**config.mk**
```make
export PLATFORM = sky130hd
export DESIGN_NAME = ex_stage_flat
export DESIGN_NICKNAME = d
export VERILOG_FILES = /design/src/rtl/ex_stage_if.sv /design/src/rtl/ex_stage.sv /design/src/flat_wrapper.sv
export SDC_FILE = /design/constraint.sdc
export NUM_CORES = 1
export LEC_CHECK = 0
export ABC_AREA = 0
export CORE_MARGIN = 2
export CORE_UTILIZATION = 50
export CTS_BUF_LIST = sky130_fd_sc_hd__clkbuf_4 sky130_fd_sc_hd__clkbuf_8 sky130_fd_sc_hd__clkbuf_16
export DETAILED_ROUTE_END_ITERATION = 16
export GPL_TIMING_DRIVEN = 0
export PLACE_DENSITY_LB_ADDON = 0.15
export SYNTH_ARGS = -nofsm -noshare
export SYNTH_HDL_FRONTEND = slang
export SYNTH_SLANG_ARGS = --single-unit
```
**constraint.sdc**
```tcl
create_clock -name clk -period 10.1 [get_ports clk]
set_clock_uncertainty 0.15 [all_clocks]
set_input_delay 2.02 -clock clk [delete_from_list [all_inputs] [get_ports clk]]
set_output_delay 2.02 -clock clk [all_outputs]
set_load 0.005 [all_outputs]
```
**src/rtl/ex_stage_if.sv**
```systemverilog
// ID/EX -> EX -> EX/MEM bundle for the execute stage.
// master: upstream/downstream side (drives ID/EX fields, sees stall and EX/MEM).
// slave : the execute stage itself.
interface ex_stage_if;
  logic        in_valid;
  logic        WriteReg;
  logic        MemToReg;
  logic        WriteMem;
  logic        MemRead;
  logic        Branch;
  logic        ALUSrc;
  logic [3:0]  ALUop;
  logic [31:0] pc_plus4;
  logic [31:0] Adat;
  logic [31:0] Bdat;
  logic [31:0] imm;
  logic [4:0]  regW;
  logic        flush;
  logic        stall;
  logic        valid_out;
  logic        WriteRegout;
  logic        MemToRegout;
  logic        WriteMemout;
  logic        MemReadout;
  logic        Branchout;
  logic [31:0] pcplusimm;
  logic        zero;
  logic [31:0] oALU;
  logic [31:0] Bdatout;
  logic [4:0]  regWout;

  modport master (
    output in_valid, WriteReg, MemToReg, WriteMem, MemRead, Branch, ALUSrc,
           ALUop, pc_plus4, Adat, Bdat, imm, regW, flush,
    input  stall, valid_out, WriteRegout, MemToRegout, WriteMemout, MemReadout,
           Branchout, pcplusimm, zero, oALU, Bdatout, regWout
  );

  modport slave (
    input  in_valid, WriteReg, MemToReg, WriteMem, MemRead, Branch, ALUSrc,
           ALUop, pc_plus4, Adat, Bdat, imm, regW, flush,
    output stall, valid_out, WriteRegout, MemToRegout, WriteMemout, MemReadout,
           Branchout, pcplusimm, zero, oALU, Bdatout, regWout
  );
endinterface

```
**src/rtl/ex_stage.sv**
```systemverilog
// Execute stage: operand select, ALU, branch target, EX/MEM register and a
// 32-step shift-add multiplier that stalls upstream while it iterates.
//
// state | meaning
// IDLE  | accepting instructions; single-cycle ops complete here
// BUSY  | multiplier iterating, one shift-add step per cycle, stall high
// DONE  | product ready; EX/MEM takes the latched MUL, upstream released
module ex_stage (
  input logic     clk,
  input logic     rst_n,
  ex_stage_if.slave bus
);

  typedef enum logic [1:0] {IDLE, BUSY, DONE} state_t;

  localparam logic [3:0] OP_MUL = 4'd12;

  state_t      r_state, w_state_nxt;
  logic        w_stall, w_mul_start;
  logic [31:0] w_a, w_b, w_alu;

  logic [4:0]  r_cnt;
  logic [31:0] r_mcand, r_mplier, r_acc;
  logic [4:0]  r_l_ctrl;
  logic [4:0]  r_l_regw;
  logic [31:0] r_l_bdat, r_l_pc4, r_l_imm;

  logic        r_valid;
  logic [4:0]  r_ctrl;
  logic [31:0] r_target, r_alu, r_bdat;
  logic        r_zero;
  logic [4:0]  r_regw;

  assign w_a = bus.Adat;
  assign w_b = bus.ALUSrc ? bus.imm : bus.Bdat;

  // Single-cycle ALU; MUL never uses this path, so its slot is don't-care.
  always_comb begin
    w_alu = w_a + w_b;
    case (bus.ALUop)
      4'd1:    w_alu = w_a - w_b;
      4'd2:    w_alu = w_a & w_b;
      4'd3:    w_alu = w_a | w_b;
      4'd4:    w_alu = w_a ^ w_b;
      4'd5:    w_alu = ~(w_a | w_b);
      4'd6:    w_alu = {31'd0, $signed(w_a) < $signed(w_b)};
      4'd7:    w_alu = {31'd0, w_a < w_b};
      4'd8:    w_alu = w_b << w_a[4:0];
      4'd9:    w_alu = w_b >> w_a[4:0];
      4'd10:   w_alu = $unsigned($signed(w_b) >>> w_a[4:0]);
      4'd11:   w_alu = {w_b[15:0], 16'd0};
      default: w_alu = w_a + w_b;
    endcase
  end

  // State register.
  always_ff @(posedge clk or negedge rst_n) begin
    if (!rst_n) r_state <= IDLE;
    else        r_state <= w_state_nxt;
  end

  // Next state and stall; flush overrides everything and drops stall.
  always_comb begin
    w_state_nxt = r_state;
    w_stall     = 1'b0;
    w_mul_start = 1'b0;
    if (bus.flush) begin
      w_state_nxt = IDLE;
    end else begin
      case (r_state)
        IDLE: if (bus.in_valid && bus.ALUop == OP_MUL) begin
          w_stall     = 1'b1;
          w_mul_start = 1'b1;
          w_state_nxt = BUSY;
        end
        BUSY: begin
          w_stall = 1'b1;
          if (r_cnt == 5'd31) w_state_nxt = DONE;
        end
        DONE:    w_state_nxt = IDLE;
        default: w_state_nxt = IDLE;
      endcase
    end
  end

  // Stall is held low while reset is asserted, whatever the inputs show.
  assign bus.stall = w_stall & rst_n;

  // Multiplier operands, step counter and latched copy of the MUL's fields.
  always_ff @(posedge clk or negedge rst_n) begin
    if (!rst_n) begin
      r_cnt    <= '0;
      r_mcand  <= '0;
      r_mplier <= '0;
      r_acc    <= '0;
      r_l_ctrl <= '0;
      r_l_regw <= '0;
      r_l_bdat <= '0;
      r_l_pc4  <= '0;
      r_l_imm  <= '0;
    end else if (bus.flush) begin
      r_cnt <= '0;
    end else if (w_mul_start) begin
      r_cnt    <= '0;
      r_acc    <= '0;
      r_mcand  <= w_a;
      r_mplier <= w_b;
      r_l_ctrl <= {bus.WriteReg, bus.MemToReg, bus.WriteMem, bus.MemRead, bus.Branch};
      r_l_regw <= bus.regW;
      r_l_bdat <= bus.Bdat;
      r_l_pc4  <= bus.pc_plus4;
      r_l_imm  <= bus.imm;
    end else if (r_state == BUSY) begin
      if (r_mplier[0]) r_acc <= r_acc + r_mcand;
      r_mcand  <= r_mcand << 1;
      r_mplier <= r_mplier >> 1;
      r_cnt    <= r_cnt + 5'd1;
    end
  end

  // EX/MEM register: bubble unless a single-cycle op completes or MUL is done.
  always_ff @(posedge clk or negedge rst_n) begin
    if (!rst_n) begin
      r_valid  <= 1'b0;
      r_ctrl   <= '0;
      r_target <= '0;
      r_alu    <= '0;
      r_zero   <= 1'b0;
      r_bdat   <= '0;
      r_regw   <= '0;
    end else begin
      r_valid  <= 1'b0;
      r_ctrl   <= '0;
      r_target <= '0;
      r_alu    <= '0;
      r_zero   <= 1'b0;
      r_bdat   <= '0;
      r_regw   <= '0;
      if (!bus.flush) begin
        if (r_state == IDLE && bus.in_valid && bus.ALUop != OP_MUL) begin
          r_valid  <= 1'b1;
          r_ctrl   <= {bus.WriteReg, bus.MemToReg, bus.WriteMem, bus.MemRead, bus.Branch};
          r_target <= bus.pc_plus4 + (bus.imm << 2);
          r_alu    <= w_alu;
          r_zero   <= (w_alu == 32'd0);
          r_bdat   <= bus.Bdat;
          r_regw   <= bus.regW;
        end else if (r_state == DONE) begin
          r_valid  <= 1'b1;
          r_ctrl   <= r_l_ctrl;
          r_target <= r_l_pc4 + (r_l_imm << 2);
          r_alu    <= r_acc;
          r_zero   <= (r_acc == 32'd0);
          r_bdat   <= r_l_bdat;
          r_regw   <= r_l_regw;
        end
      end
    end
  end

  assign bus.valid_out   = r_valid;
  assign bus.WriteRegout = r_ctrl[4];
  assign bus.MemToRegout = r_ctrl[3];
  assign bus.WriteMemout = r_ctrl[2];
  assign bus.MemReadout  = r_ctrl[1];
  assign bus.Branchout   = r_ctrl[0];
  assign bus.pcplusimm   = r_target;
  assign bus.zero        = r_zero;
  assign bus.oALU        = r_alu;
  assign bus.Bdatout     = r_bdat;
  assign bus.regWout     = r_regw;

endmodule

```
**src/flat_wrapper.sv**
```systemverilog
// flat-port wrapper written by rule: the top's interface ports become plain ports
module ex_stage_flat 
  (clk, rst_n, bus_in_valid, bus_WriteReg, bus_MemToReg, bus_WriteMem, bus_MemRead, bus_Branch, bus_ALUSrc, bus_ALUop, bus_pc_plus4, bus_Adat, bus_Bdat, bus_imm, bus_regW, bus_flush, bus_stall, bus_valid_out, bus_WriteRegout, bus_MemToRegout, bus_WriteMemout, bus_MemReadout, bus_Branchout, bus_pcplusimm, bus_zero, bus_oALU, bus_Bdatout, bus_regWout);
  ex_stage_if bus_i ();
  input logic clk;
  input logic rst_n;
  input wire logic [$bits(bus_i.in_valid)-1:0] bus_in_valid;
  input wire logic [$bits(bus_i.WriteReg)-1:0] bus_WriteReg;
  input wire logic [$bits(bus_i.MemToReg)-1:0] bus_MemToReg;
  input wire logic [$bits(bus_i.WriteMem)-1:0] bus_WriteMem;
  input wire logic [$bits(bus_i.MemRead)-1:0] bus_MemRead;
  input wire logic [$bits(bus_i.Branch)-1:0] bus_Branch;
  input wire logic [$bits(bus_i.ALUSrc)-1:0] bus_ALUSrc;
  input wire logic [$bits(bus_i.ALUop)-1:0] bus_ALUop;
  input wire logic [$bits(bus_i.pc_plus4)-1:0] bus_pc_plus4;
  input wire logic [$bits(bus_i.Adat)-1:0] bus_Adat;
  input wire logic [$bits(bus_i.Bdat)-1:0] bus_Bdat;
  input wire logic [$bits(bus_i.imm)-1:0] bus_imm;
  input wire logic [$bits(bus_i.regW)-1:0] bus_regW;
  input wire logic [$bits(bus_i.flush)-1:0] bus_flush;
  output wire logic [$bits(bus_i.stall)-1:0] bus_stall;
  output wire logic [$bits(bus_i.valid_out)-1:0] bus_valid_out;
  output wire logic [$bits(bus_i.WriteRegout)-1:0] bus_WriteRegout;
  output wire logic [$bits(bus_i.MemToRegout)-1:0] bus_MemToRegout;
  output wire logic [$bits(bus_i.WriteMemout)-1:0] bus_WriteMemout;
  output wire logic [$bits(bus_i.MemReadout)-1:0] bus_MemReadout;
  output wire logic [$bits(bus_i.Branchout)-1:0] bus_Branchout;
  output wire logic [$bits(bus_i.pcplusimm)-1:0] bus_pcplusimm;
  output wire logic [$bits(bus_i.zero)-1:0] bus_zero;
  output wire logic [$bits(bus_i.oALU)-1:0] bus_oALU;
  output wire logic [$bits(bus_i.Bdatout)-1:0] bus_Bdatout;
  output wire logic [$bits(bus_i.regWout)-1:0] bus_regWout;
  assign bus_i.in_valid = bus_in_valid;
  assign bus_i.WriteReg = bus_WriteReg;
  assign bus_i.MemToReg = bus_MemToReg;
  assign bus_i.WriteMem = bus_WriteMem;
  assign bus_i.MemRead = bus_MemRead;
  assign bus_i.Branch = bus_Branch;
  assign bus_i.ALUSrc = bus_ALUSrc;
  assign bus_i.ALUop = bus_ALUop;
  assign bus_i.pc_plus4 = bus_pc_plus4;
  assign bus_i.Adat = bus_Adat;
  assign bus_i.Bdat = bus_Bdat;
  assign bus_i.imm = bus_imm;
  assign bus_i.regW = bus_regW;
  assign bus_i.flush = bus_flush;
  assign bus_stall = bus_i.stall;
  assign bus_valid_out = bus_i.valid_out;
  assign bus_WriteRegout = bus_i.WriteRegout;
  assign bus_MemToRegout = bus_i.MemToRegout;
  assign bus_WriteMemout = bus_i.WriteMemout;
  assign bus_MemReadout = bus_i.MemReadout;
  assign bus_Branchout = bus_i.Branchout;
  assign bus_pcplusimm = bus_i.pcplusimm;
  assign bus_zero = bus_i.zero;
  assign bus_oALU = bus_i.oALU;
  assign bus_Bdatout = bus_i.Bdatout;
  assign bus_regWout = bus_i.regWout;
  ex_stage u_core (.clk(clk), .rst_n(rst_n), .bus(bus_i));
endmodule
```
==> reports/results.txt <==
Tot GR Track Use: 45.9%
Critical Path Start Type: primary input
post-CTS setup buffer count: 0
worst r2r path cells: 7
Starting Density: 50.5%
antenna violations before repair: 1
DRT Pass-1 Iters: 7
pre-CTS WS: 0.0732 ns
fill count: 5070
min-delay worst type: reg -> reg
Post-Syn Area per Cell: 7.99 um2
failing checks: max-capacitance violations, max-slew violations
average routed wire per standard cell: 29.6 um
Worst IR Drop VDD: 0.000157 V
Pwr Total: 0.00477 W
Diodes inserted: 0
routability cong.: 1.11
initial DRC count: 3945
Async SR Flop Fraction: 100%
clock slew seen by the registers of the worst setup and hold paths: 0.06 ns
Layout Utilization: 59.3%
TritonCTS clock tree: done
CP startpoint: bus_ALUSrc
Worst-Margin Slew: 1.60 ns
deepest clock path buffer count: 3
Synth Register Bits: 315
clock latency at the later pin of the worst-skew pair: 0.58 ns
number of global-route vias before repair: 28100
Final period util: 99.0%
Post-DP HPWL: 105000 um
status: finished, violations left
die area: 57400 um2
RR Endpoint: u_core.bus.oALU[29]
Syn Inst Count: 3475
Final ANT Viol Nets: 0
post-placement cell count: 4477
Cell Rows: 86
Pwr per Cell Area: 146 nW/um2
Main synth FF type: dfrtp_1
final setup violation count: 0
NumNets Final: 4107
Num CTS Buffers: 36
post-synth net total: 3815
Post-route DRC: 0
r2r startpoint: u_core.r_state[1]
CP Max Fanout: 10
CTS sink count: 315
Max Fclk: 100 MHz
first-pass GRT wire length: 191000 um
Die W: 240 um
WHS: 0.326 ns
post_cts resized: 0
Seq/Total Area, Yosys: 28.4%
H-tree levels: 2
GR Overflow Total: 0
die height: 240 um
# Max-Cap Violations: 4
Post-synth EDFFs: 0
CP endpoint: u_core.bus.zero
FF-to-FF setup slack: 5.45 ns
Tmin final: 10.00 ns
core area: 55000 um2
IO Pins: 256
nature of the critical path endpoint: flip-flop
post-synth cell types: 89
P_leak: 14.7 nW
slew margin rel.: -9.46%
Worst EP required: 10.46 ns
Final Hold Viols: 0
fin. max-slew vios: 8
worst setup margin: 0.0988 ns
share of cells above drive strength 1: 6.80%
largest net degree at the start of global routing: 115
Yosys Warn Count: 0
critical path class: in -> reg
crit path DAT: 10.36 ns
RSZ-0062 raised after global routing: no
via/cell ratio: 6.69
Post-Syn Area: 27800 um2
port bufs: 250
final WL: 135000 um
via count: 30400
clock tree root buffer cell: clkbuf_16
fin cells: 4541
Hold Buf Count CTS: 0
Layout area overhead: 17.4%
## how the worst min path moves through the flow
stage,start,to,slack (ns),cells after the start
3_3_place_gp,u_core.r_l_ctrl[4],u_core.r_l_ctrl[4],0.31,2
3_5_place_dp,u_core.r_l_bdat[26],u_core.r_l_bdat[26],0.31,2
5_1_grt,u_core.r_l_bdat[26],u_core.r_l_bdat[26],0.34,2
4_1_cts,u_core.r_l_pc4[0],u_core.r_l_pc4[0],0.33,2
2_1_floorplan,u_core.r_l_bdat[0],u_core.r_l_bdat[0],0.30,2
6_report,u_core.r_l_bdat[0],u_core.r_l_bdat[0],0.33,2
## flip-flops by register name, indices dropped and copies added (netlist names), 30 cells and up
register              cells
u_core.bus.Bdatout       32
u_core.r_mcand           32
u_core.bus.oALU          32
u_core.r_mplier          32
u_core.bus.pcplusimm     32
u_core.r_l_pc4           32
u_core.r_l_bdat          32
u_core.r_acc             32
u_core.r_l_imm           30
## power breakdown
| part | internal (W) | switching [W] | leakage [nW] | total, W |
|---|---|---|---|---|
| clock network | 0.000862 | 0.000575 | 0.640 | 0.00144 |
| registers | 0.00145 | 0.000131 | 4.16 | 0.00158 |
| logic | 0.000665 | 0.00109 | 9.91 | 0.00175 |
| total | 0.00298 | 0.00179 | 14.7 | 0.00477 |
## synth_stat cells (all sizes together), types with 8 or more instances
| cell | instances | area [um2] |
|---|---|---|
| nor2 | 324 | 1220 |
| nor3 | 61 | 305 |
| inv | 132 | 495 |
| o22ai | 33 | 213 |
| buf | 65 | 349 |
| xnor2 | 67 | 587 |
| a21oi | 214 | 1070 |
| nand2 | 640 | 2400 |
| or2 | 15 | 93.8 |
| and2 | 12 | 75.1 |
| nor2b | 31 | 194 |
| mux4 | 34 | 766 |
| nand3 | 85 | 425 |
| a211o | 11 | 96.3 |
| and3 | 27 | 169 |
| o2111ai | 16 | 140 |
| ha | 188 | 2350 |
| xor2 | 34 | 298 |
| clkbuf | 155 | 583 |
| nor4 | 23 | 144 |
| o21bai | 20 | 150 |
| o211ai | 42 | 320 |
| a2bb2oi | 8 | 70.1 |
| mux2 | 74 | 833 |
| o211a | 8 | 80.1 |
| nand4 | 10 | 62.6 |
| a21o | 43 | 323 |
| o21a | 20 | 150 |
| mux2i | 108 | 1090 |
| o31ai | 25 | 188 |
| a2111oi | 10 | 100 |
| a221o | 12 | 120 |
| nor4b | 9 | 91.3 |
| a31oi | 49 | 307 |
| nand2b | 32 | 200 |
| o221ai | 16 | 140 |
| a221oi | 31 | 272 |
| o21ai | 163 | 816 |
| or3 | 23 | 144 |
| a211oi | 34 | 255 |
| a22oi | 122 | 916 |
| dfrtp | 315 | 7880 |
## metal layers
metal  part of all wire (%)  track usage (%)  vias up
li1                       -                -    13200
met1                     38             58.3    14500
met2                     41             66.1     2119
met3                     12             12.9      537
met4                    9.2             34.3        2
met5                  0.020                0        -
## critical path, stage by stage
cell	delay (ns)
clkdlybuf4s50_1	0.52
buf_6	0.18
buf_6	0.16
buf_2	0.34
buf_1	0.68
buf_2	0.43
mux2i_1	1.15
ha_1	0.49
clkbuf_1	0.28
o41ai_1	0.80
o2111ai_1	0.51
nand4_1	0.37
a311o_1	0.27
o211ai_1	0.35
a211o_1	0.37
or4b_1	0.55
nor4_1	0.49
and3_1	0.25
a21o_1	0.12
## cells in the final DEF (no fill, tap or decap), drive strengths merged, types with 16 or more instances in the layout
master	n
nand3	85
nor4	23
a221oi	31
mux2	74
a21oi	214
dfrtp	315
nand2b	32
mux2i	108
o21ai	163
o21a	20
o31ai	25
a22oi	122
clkdlybuf4s50	249
xor2	34
xnor2	67
mux4	34
o22ai	33
o21bai	20
o2111ai	16
or3	23
buf	70
o221ai	16
nor2b	31
ha	188
nor3	61
a21o	43
a31oi	49
clkbuf	204
nor2	324
a211oi	34
o211ai	42
and3	27
nand2	640
inv	134
## kinds of logic after synthesis
logic type,count (synthesis),share of synthesized area [%]
AO/OA/AOI/OAI,973,23.8
XOR/XNOR,101,3.19
adder cells (fa/ha/maj),193,8.83
buffers and inverters,352,5.14
flip-flops,315,28.4
multiplexers,216,9.70
AND/OR/NAND/NOR,1325,20.9
## through the flow
step,cell area [um2],TNS (ns)
2_1_floorplan,27800,0
3_3_place_gp,31200,-2103.45
3_5_place_dp,31300,0
4_1_cts,32600,0
5_1_grt,32600,0
6_report,32600,0
## layout make-up
| class | count | area, um2 | area share [%] |
|---|---|---|---|
| clock buffers | 49 | 1050 | 3.22 |
| repair buffers | 254 | 2590 | 7.96 |
| plain buffers | 220 | 932 | 2.86 |
| well taps | 748 | 936 | 2.87 |
| multi-input cells | 2808 | 18500 | 56.7 |
| flip-flops and latches | 315 | 7880 | 24.2 |
| clock inverters | 15 | 236 | 0.726 |
| inverters | 132 | 495 | 1.52 |
Power figures use the tool's default switching activity.
